## src/rtl/conv2_fmap_streamer_pkg.sv

```systemverilog
// Shared types and constants for the conv2 feature-map streamer and its counter.
// popcount_ch is only referenced when CONV2_STREAM_POPCOUNT_EN is defined.
package conv2_stream_pkg;

    localparam int CONV2_ROWS = 4;
    localparam int CONV2_COLS = 4;
    localparam int CONV2_CH   = 60;
    localparam int CONV2_PC_W = $clog2(CONV2_CH + 1);

    typedef enum logic {
        ST_EMPTY,
        ST_STREAM
    } conv2_stream_state_e;

    function automatic logic [CONV2_PC_W-1:0] popcount_ch(input logic [CONV2_CH-1:0] v);
        logic [CONV2_PC_W-1:0] n;
        n = '0;
        for (int unsigned i = 0; i < CONV2_CH; i++) begin
            n = n + CONV2_PC_W'(v[i]);
        end
        return n;
    endfunction

endpackage

```

## src/rtl/conv2_fmap_streamer_if.sv

```systemverilog
// Beat stream from the conv2 fmap streamer to the dense layer (valid/ready).
// CONV2_STREAM_POPCOUNT_EN adds the per-beat out_popcount signal.
interface conv2_stream_if
    import conv2_stream_pkg::*;
#(
    parameter int CH     = CONV2_CH,
    parameter int BEAT_W = 4
);

    logic [CH-1:0]     out_data;
    logic              out_valid;
    logic              out_ready;
    logic              out_last;
    logic [BEAT_W-1:0] out_index;
`ifdef CONV2_STREAM_POPCOUNT_EN
    logic [$clog2(CH+1)-1:0] out_popcount;

    modport master (
        output out_data, out_valid, out_last, out_index, out_popcount,
        input  out_ready
    );

    modport slave (
        input  out_data, out_valid, out_last, out_index, out_popcount,
        output out_ready
    );
`else
    modport master (
        output out_data, out_valid, out_last, out_index,
        input  out_ready
    );

    modport slave (
        input  out_data, out_valid, out_last, out_index,
        output out_ready
    );
`endif

endinterface

```

## src/rtl/conv2_fmap_streamer_beat_counter.sv

```systemverilog
// Row-major row/col beat counter for fmap readers; wraps to [0][0] after the last beat.
module conv2_beat_counter
    import conv2_stream_pkg::*;
#(
    parameter  int ROWS   = CONV2_ROWS,
    parameter  int COLS   = CONV2_COLS,
    parameter  int BEAT_W = 4,
    localparam int ROW_W  = (ROWS > 1) ? $clog2(ROWS) : 1,
    localparam int COL_W  = (COLS > 1) ? $clog2(COLS) : 1
) (
    input  logic              clk,
    input  logic              reset,
    input  logic              clear,
    input  logic              advance,
    output logic [ROW_W-1:0]  row,
    output logic [COL_W-1:0]  col,
    output logic [BEAT_W-1:0] index,
    output logic              last
);

    logic [ROW_W-1:0] row_q, row_d;
    logic [COL_W-1:0] col_q, col_d;
    logic             row_end, col_end;

    assign row_end = (row_q == ROW_W'(ROWS - 1));
    assign col_end = (col_q == COL_W'(COLS - 1));

    always_comb begin
        row_d = row_q;
        col_d = col_q;
        if (clear) begin
            row_d = '0;
            col_d = '0;
        end else if (advance) begin
            if (col_end) begin
                col_d = '0;
                row_d = row_end ? '0 : row_q + ROW_W'(1);
            end else begin
                col_d = col_q + COL_W'(1);
            end
        end
    end

    always_ff @(posedge clk) begin
        if (reset) begin
            row_q <= '0;
            col_q <= '0;
        end else begin
            row_q <= row_d;
            col_q <= col_d;
        end
    end

    assign row   = row_q;
    assign col   = col_q;
    assign index = BEAT_W'(int'(row_q) * COLS + int'(col_q));
    assign last  = row_end && col_end;

endmodule

```

## src/rtl/conv2_fmap_streamer.sv

```systemverilog
// Snapshots the conv2 output fmap on done_conv and streams it one position per beat.
// CONV2_STREAM_POPCOUNT_EN adds out_popcount (per beat) and map_popcount (per map).
module conv2_fmap_streamer
    import conv2_stream_pkg::*;
#(
    parameter int ROWS   = CONV2_ROWS,
    parameter int COLS   = CONV2_COLS,
    parameter int CH     = CONV2_CH,
    parameter int BEAT_W = 4
) (
    input  logic           clk,
    input  logic           reset,
    input  logic           fmap_valid,
    input  logic           fmap_in [0:ROWS-1][0:COLS-1][0:CH-1],
    output logic           fmap_ready,
    conv2_stream_if.master out_if,
    output logic           overflow
`ifdef CONV2_STREAM_POPCOUNT_EN
    ,
    output logic [$clog2(ROWS*COLS*CH+1)-1:0] map_popcount
`endif
);

    localparam int ROW_W = (ROWS > 1) ? $clog2(ROWS) : 1;
    localparam int COL_W = (COLS > 1) ? $clog2(COLS) : 1;

    conv2_stream_state_e state_q, state_d;

    logic [CH-1:0]     fmap_in_vec [ROWS][COLS];
    logic [CH-1:0]     fmap_buf_q  [ROWS][COLS];
    logic [CH-1:0]     fmap_buf_d  [ROWS][COLS];
    logic              overflow_q, overflow_d;
    logic              stream_valid;
    logic              capture;
    logic              beat_xfer;
    logic              beat_last;
    logic [ROW_W-1:0]  row;
    logic [COL_W-1:0]  col;
    logic [BEAT_W-1:0] beat_index;

    always_comb begin
        for (int unsigned r = 0; r < ROWS; r++) begin
            for (int unsigned c = 0; c < COLS; c++) begin
                for (int unsigned k = 0; k < CH; k++) begin
                    fmap_in_vec[r][c][k] = fmap_in[r][c][k];
                end
            end
        end
    end

    // A pulse is only taken when empty; anything arriving mid-stream is dropped.
    assign capture   = fmap_valid && (state_q == ST_EMPTY);
    assign beat_xfer = stream_valid && out_if.out_ready;

    always_ff @(posedge clk) begin
        if (reset) begin
            state_q <= ST_EMPTY;
        end else begin
            state_q <= state_d;
        end
    end

    always_comb begin
        state_d = state_q;
        case (state_q)
            ST_EMPTY:  if (fmap_valid) state_d = ST_STREAM;
            ST_STREAM: if (beat_xfer && beat_last) state_d = ST_EMPTY;
            default:   state_d = ST_EMPTY;
        endcase
    end

    always_comb begin
        fmap_ready   = 1'b0;
        stream_valid = 1'b0;
        case (state_q)
            ST_EMPTY:  fmap_ready   = 1'b1;
            ST_STREAM: stream_valid = 1'b1;
            default:   fmap_ready   = 1'b0;
        endcase
    end

    always_comb begin
        fmap_buf_d = fmap_buf_q;
        if (capture) begin
            fmap_buf_d = fmap_in_vec;
        end
    end

    always_ff @(posedge clk) begin
        fmap_buf_q <= fmap_buf_d;
    end

    always_comb begin
        overflow_d = overflow_q;
        if (fmap_valid && (state_q == ST_STREAM)) begin
            overflow_d = 1'b1;
        end
    end

    always_ff @(posedge clk) begin
        if (reset) begin
            overflow_q <= 1'b0;
        end else begin
            overflow_q <= overflow_d;
        end
    end

    conv2_beat_counter #(
        .ROWS   (ROWS),
        .COLS   (COLS),
        .BEAT_W (BEAT_W)
    ) u_beat_counter (
        .clk     (clk),
        .reset   (reset),
        .clear   (capture),
        .advance (beat_xfer),
        .row     (row),
        .col     (col),
        .index   (beat_index),
        .last    (beat_last)
    );

    assign out_if.out_data  = fmap_buf_q[row][col];
    assign out_if.out_valid = stream_valid;
    assign out_if.out_last  = beat_last;
    assign out_if.out_index = beat_index;
    assign overflow         = overflow_q;

`ifdef CONV2_STREAM_POPCOUNT_EN
    localparam int MAP_PC_W = $clog2(ROWS*COLS*CH+1);

    logic [MAP_PC_W-1:0] map_popcount_q, map_popcount_d;
    logic [MAP_PC_W-1:0] map_pc_sum;

    assign out_if.out_popcount = popcount_ch(out_if.out_data);

    // Summed from the incoming map so the total is ready the first STREAM cycle.
    always_comb begin
        map_pc_sum = '0;
        for (int unsigned r = 0; r < ROWS; r++) begin
            for (int unsigned c = 0; c < COLS; c++) begin
                map_pc_sum = map_pc_sum + MAP_PC_W'(popcount_ch(fmap_in_vec[r][c]));
            end
        end
    end

    always_comb begin
        map_popcount_d = map_popcount_q;
        if (capture) begin
            map_popcount_d = map_pc_sum;
        end
    end

    always_ff @(posedge clk) begin
        if (reset) begin
            map_popcount_q <= '0;
        end else begin
            map_popcount_q <= map_popcount_d;
        end
    end

    assign map_popcount = map_popcount_q;
`endif

endmodule

```

## src/flat_wrapper.sv

```systemverilog
// flat-port wrapper written by rule: the top's interface ports become plain ports
module conv2_fmap_streamer_flat import conv2_stream_pkg::*;
#(
    parameter int ROWS   = CONV2_ROWS,
    parameter int COLS   = CONV2_COLS,
    parameter int CH     = CONV2_CH,
    parameter int BEAT_W = 4
)
  (clk, reset, fmap_valid, fmap_in, fmap_ready, overflow, out_if_out_data, out_if_out_valid, out_if_out_last, out_if_out_index, out_if_out_ready);
  conv2_stream_if #(.CH(CH), .BEAT_W(BEAT_W)) out_if_i ();
  input  logic clk;
  input  logic reset;
  input  logic fmap_valid;
  input  logic fmap_in[0:ROWS-1][0:COLS-1][0:CH-1];
  output logic fmap_ready;
  output logic overflow;
  output wire logic [$bits(out_if_i.out_data)-1:0] out_if_out_data;
  output wire logic [$bits(out_if_i.out_valid)-1:0] out_if_out_valid;
  output wire logic [$bits(out_if_i.out_last)-1:0] out_if_out_last;
  output wire logic [$bits(out_if_i.out_index)-1:0] out_if_out_index;
  input wire logic [$bits(out_if_i.out_ready)-1:0] out_if_out_ready;
  assign out_if_out_data = out_if_i.out_data;
  assign out_if_out_valid = out_if_i.out_valid;
  assign out_if_out_last = out_if_i.out_last;
  assign out_if_out_index = out_if_i.out_index;
  assign out_if_i.out_ready = out_if_out_ready;
  conv2_fmap_streamer #(.ROWS(ROWS), .COLS(COLS), .CH(CH), .BEAT_W(BEAT_W)) u_core (.clk(clk), .reset(reset), .fmap_valid(fmap_valid), .fmap_in(fmap_in), .fmap_ready(fmap_ready), .out_if(out_if_i), .overflow(overflow));
endmodule
```

## config.mk

```make
export PLATFORM = sky130hd
export DESIGN_NAME = conv2_fmap_streamer_flat
export DESIGN_NICKNAME = d
export VERILOG_FILES = /design/src/rtl/conv2_fmap_streamer_pkg.sv /design/src/rtl/conv2_fmap_streamer_if.sv /design/src/rtl/conv2_fmap_streamer_beat_counter.sv /design/src/rtl/conv2_fmap_streamer.sv /design/src/flat_wrapper.sv
export SDC_FILE = /design/constraint.sdc
export NUM_CORES = 1
export LEC_CHECK = 0
export CORE_AREA = 2 2 399 401
export DETAILED_ROUTE_END_ITERATION = 10
export DIE_AREA = 0 0 401 403
export GPL_ROUTABILITY_DRIVEN = 0
export PLACE_DENSITY = 0.54
export SYNTH_ARGS = -nofsm -noshare
export SYNTH_HDL_FRONTEND = slang
export SYNTH_HIERARCHICAL = 1
export SYNTH_SLANG_ARGS = --single-unit
export TNS_END_PERCENT = 10
```

## constraint.sdc

```tcl
create_clock -name clk -period 93 [get_ports clk]
set_clock_uncertainty 0.1 [all_clocks]
set_input_delay 13.95 -clock clk [delete_from_list [all_inputs] [get_ports clk]]
set_output_delay 13.95 -clock clk [all_outputs]
set_load 0.02 [all_outputs]
```

* After elaboration in Yosys (flattened, before gate mapping)
Cells that the tools add are included.
Operators by class: $add $sub $neg 3, reductions and logical operators 7, multiplexer cells 13, order comparisons 2, eq/ne operators 2, bitwise logic cells 3
Operators with widths (number):
- $bmux 240 s2 | 1
- $mux 240 | 2
- $bmux 60 s2 | 1
- $mux 60 | 2
- $ge 3x3->1 const B | 2
- $not 2->3 | 2
- $logic_and 1x1->1 | 5
- $add 2x1->2 const B | 2
- $add 4x2->4 | 1
- $eq 2x2->1 const B | 2
- $mux 1 | 4
- $mux 2 | 2
- $pmux 1 s2 | 1
- $reduce_and 2->1 | 1
- $reduce_or 2->1 | 1
- $not 1->1 | 1
Word-level totals: input bits 964, word-level logic and storage cells 50, output and inout port bits 68, bits in registers 966

* Longest topological paths before layout
depth in word-level cells 7, gate-level depth with buffers 7, depth with buffers taken out 3

* Hierarchy
The synthesis kept the hierarchy.
By module, submodules not included:
- conv2_fmap_streamer | cells each 1474, area each 35866.9 um^2, seq. area each 28867.7 um^2, instances 1
- conv2_beat_counter | cells each 23, area each 231.5 um^2, seq. area each 80.1 um^2, instances 1

* Worst setup path after synthesis
Ideal clock, no wire load.
path kind in2reg, from input port fmap_valid, to register u_core.u_beat_counter.col_q[1] (netlist: u_core/u_beat_counter/col[1]), buffers on the path 0, slack 33.600 ns, stages on the path 3, setup time 0.165 ns, data required time 92.735 ns, arrival 59.135 ns, path through nor2b_1 or2_2 nor2_1
On the way: word-level cells in the longest chain between the ends 2
RTL lines:
- start: declaration | line flat_wrapper.sv:13 | input logic fmap_valid;
- $logic_and 1x1->1 | line conv2_fmap_streamer.sv:52 | assign capture = fmap_valid && (state_q == ST_EMPTY);
- $reduce_or 2->1 (no source line)
- end signal: assignment | line conv2_fmap_streamer_beat_counter.sv:50 | col_q <= col_d;
- end: declaration | line conv2_fmap_streamer_beat_counter.sv:22 | logic [COL_W-1:0] col_q, col_d;
No other way between the ends. A chain may end at the register's enable or synchronous reset.

* Worst setup path after layout
from input port fmap_valid, to register u_core/fmap_buf_q[315] (netlist bit), enable pin
On the way: word-level cells in the longest chain between the ends 1
RTL lines:
- $logic_and 1x1->1 | line conv2_fmap_streamer.sv:52
- via u_core.capture | line conv2_fmap_streamer.sv:34 | logic capture;
- end signal: assignment | line conv2_fmap_streamer.sv:90 | fmap_buf_q <= fmap_buf_d;
- end: declaration | line conv2_fmap_streamer.sv:30 | logic [CH-1:0] fmap_buf_q [ROWS][COLS];
The timed path passes the listed nets, and every way through them passes these cells.

==> flow_metrics.env <==
export IMPL_status="complete, no violations"
export IMPL_end_kind="flop"
export IMPL_drtAntennaViolNets=0
export IMPL_vias_per_cell=4.300
export IMPL_syn_cell_area_um2=36100
export IMPL_cts_buffer_depth=3
export IMPL_drv_slew=0
export IMPL_synth_top_area_share=0.7986
export IMPL_whs_path_depth=2
export IMPL_die_area_um2=161600
export IMPL_cts_sinks=966
export IMPL_p_leak_nw=16.75
export IMPL_p_int_mw=0.8028
export IMPL_synth_seq_cells=966
export IMPL_r2r_end="u_core/fmap_buf_q[315]$_DFFE_PP_"
export IMPL_drt_total_wl_um=135800
export IMPL_hp_start="u_core/overflow$_SDFFE_PP0P_"
export IMPL_clk_pin_slew_ps=60
export IMPL_synth_seq_area_share=0.8019
export IMPL_r2r_start="u_core/state_q$_SDFF_PP0_"
export IMPL_antenna_found_initial=67
export IMPL_ctsHtreeMaxLevel=3
export IMPL_ys_warn_count=6
export IMPL_placed_cell_area_um2=48870
export IMPL_synth_area_leaders="edfxtp_1 80%, mux4_2 15%, a22oi_1 2.5%"
export IMPL_grt_total_usage=0.1632
export IMPL_portBuffers=1031
export IMPL_worst_pin_slew_ps=1085
export IMPL_dr_pass1_iters=5
export IMPL_total_power_mw=1.021
export IMPL_power_density_nw_per_um2=19.48
export IMPL_rsz0062_at_grt="no"
export IMPL_cp_start_kind="input port"
export IMPL_syn_num_nets=2463
export IMPL_wire_per_inst_um=28.53
export IMPL_post_route_drc_count=0
export IMPL_tritoncts="built"
export IMPL_numCtsBuffers=106
export IMPL_critPathMaxFanout=74
export IMPL_cts_root_buf="clkbuf_16"
export IMPL_drv_cap=0
export IMPL_dpl_hpwl_um=103500
export IMPL_crit_path_start="fmap_valid"
export IMPL_peakVddDrop_uv=14.24
export IMPL_avgSynthCellArea_um2=24.11
export IMPL_vias=20470
export IMPL_core_um2=157500
export IMPL_power_frac_clock=0.415
export IMPL_ys_types=25
export IMPL_yosysTopAreaCell="edfxtp_1"
export IMPL_n_fill_cell=15020
export IMPL_cts_resized_gates=0
export IMPL_cts_hold_buf=0
export IMPL_ioPinCount=1032
export IMPL_post_route_cell_area_um2=52400
export IMPL_switching_share=0.2136
export IMPL_p_sw_mw=0.2181
export IMPL_worstRegToRegCells=7
export IMPL_fin_crit_sh=0.2094
export IMPL_nets=3546
export IMPL_clk_latency_ps=720
export IMPL_die_w_um=401
export IMPL_post_cts_buffers=0
export IMPL_grt_pass1_wl_um=179500
export IMPL_relSlewSlack=0.2768
export IMPL_seq_power_share=0.507
export IMPL_initial_core_util=0.2292
export IMPL_fmax_ghz=0.05134
export IMPL_grt_max_degree=163
export IMPL_area_growth_pct=45.15
export IMPL_timing_final_crit_period_ps=19480
export IMPL_drive_gt1_frac=0.1613
export IMPL_die_h_um=403
export IMPL_fin_setup_tns_ps=0
export IMPL_r2r_slack_ps=86910
export IMPL_crit_arrival_ps=19730
export IMPL_setup_viol_count_final=0
export IMPL_row_count=146
export IMPL_grt_overflow_total=0
export IMPL_hold_viol=0
export IMPL_initialDrtViolationCount=2091
export IMPL_worstSetupPathType="input port to flop"
export IMPL_grt_pass1_vias=21620
export IMPL_hold_path_class="flop to flop"
export IMPL_whs_endpoint="u_core/overflow$_SDFFE_PP0P_"
export IMPL_pwr_share_comb=0.079
export IMPL_syn_inst=1497
export IMPL_worstPathRequired_ps=93250
[flip-flops by register name, summed over array words and instances (netlist names)]
register                   flops
u_core/fmap_buf_q            960
u_core/state_q                 1
u_core/u_beat_counter/row      2
u_core/overflow                1
u_core/u_beat_counter/col      2
[area by class of cell]
cell class / count / area (um^2) / area share
flip-flops and latches: 966 / 28960 / 0.5526
clock buffers: 135 / 2793 / 0.05330
diodes: 22 / 55.05 / 0.001051
repair buffers: 1060 / 10580 / 0.2018
well taps: 2072 / 2592 / 0.04948
multi-input cells: 445 / 6740 / 0.1286
inverters: 1 / 3.754 / 0.00007164
clock inverters: 59 / 683.2 / 0.01304
[synthesized netlist by cell type]
cell type,number
a22oi_1,120
buf_1,13
a21bo_2,2
dfxtp_1,6
a21oi_2,1
edfxtp_1,960
mux4_2,240
nor2_1,4
nand3_1,1
or2_2,1
or3b_1,1
buf_2,18
nor2b_1,3
mux2i_1,1
and2_1,3
a21oi_1,3
nand2b_1,1
a211oi_1,1
nand4bb_1,1
inv_1,1
ha_1,2
clkbuf_1,38
buf_6,10
nand2_1,60
buf_4,6
[critical path, stage by stage]
cell	delay, ps
clkdlybuf4s50_1	500
nor2b_4	190
buf_4	650
buf_4	860
buf_4	830
buf_4	770
buf_4	810
buf_4	880
[power groups by stage]
stage               Combinational (mW)  Sequential [mW]  Clock [mW]
floorplan                       0.0218            0.560           0
global placement                0.0805            0.526           0
detailed placement              0.0809            0.526           0
CTS                             0.0814            0.517       0.435
global route                    0.0846            0.519       0.451
finish                          0.0803            0.517       0.424
[per-stage QoR]
step                      cells  worst slack, ps    util  hold slack (ps)
final                      4760            73520  0.3328            369.4
after global routing       4749            72980  0.3326            424.4
after CTS                  4738            73170  0.3324            372.5
after detailed placement   4544            72770  0.3103            358.9
after global placement     4544            72910  0.3103            358.0
after floorplan            1497            33600       -            429.0
[routing by layer]
metal	GRT usage	wire length [um]	vias up	share of wire
li1	-	-	8660	-
met2	0.2716	67210	1083	0.49
met3	0.05627	12380	233	0.091
met4	0.06031	4384	34	0.032
met1	0.1948	51620	10460	0.38
met5	0	219	-	0.0016
[cell families (layout without fill, tap and decap cells)]
family | count (synthesis) | in the layout | share of synthesized area
AOI/OAI and AO/OA | 127 | 127 | 0.02638
other | 0 | 22 | 0
adders and majority gates | 2 | 2 | 0.0006931
DFF | 966 | 966 | 0.8019
muxes | 241 | 241 | 0.1500
buffers and inverters | 86 | 1255 | 0.01227
and+or+nand+nor | 75 | 75 | 0.008735
[cell usage in the layout, fill, tap and decap left out, types with 2 or more instances in the layout]
master and instances:
a21bo_2 2, a21oi_1 3, a22oi_1 120, and2_1 2, buf_12 3, buf_4 26, bufinv_16 12, clkbuf_1 27
clkbuf_16 107, clkdlybuf4s50_1 1031, clkinv_1 17, clkinv_16 2, clkinv_2 16, clkinv_4 3, clkinvlp_4 4, dfxtp_1 4
dfxtp_4 2, diode_2 22, edfxtp_1 960, ha_1 2, inv_6 3, mux4_2 240, nand2_1 60, nor2_1 3
nor2b_4 3
[how the worst max path moves through the flow]
stage / end / slack (ps) / depth (start not counted)
finish: u_core/fmap_buf_q[315]$_DFFE_PP_ / 73520 / 8
global route: out_if_out_data[6] / 72980 / 7
CTS: out_if_out_data[6] / 73170 / 7
detailed placement: u_core/fmap_buf_q[546]$_DFFE_PP_ / 72770 / 8
global placement: u_core/fmap_buf_q[68]$_DFFE_PP_ / 72910 / 8
floorplan: u_core/u_beat_counter/col[1]$_SDFFE_PP0P_ / 33600 / 3
Note: power is estimated with default switching activity, not from simulation.
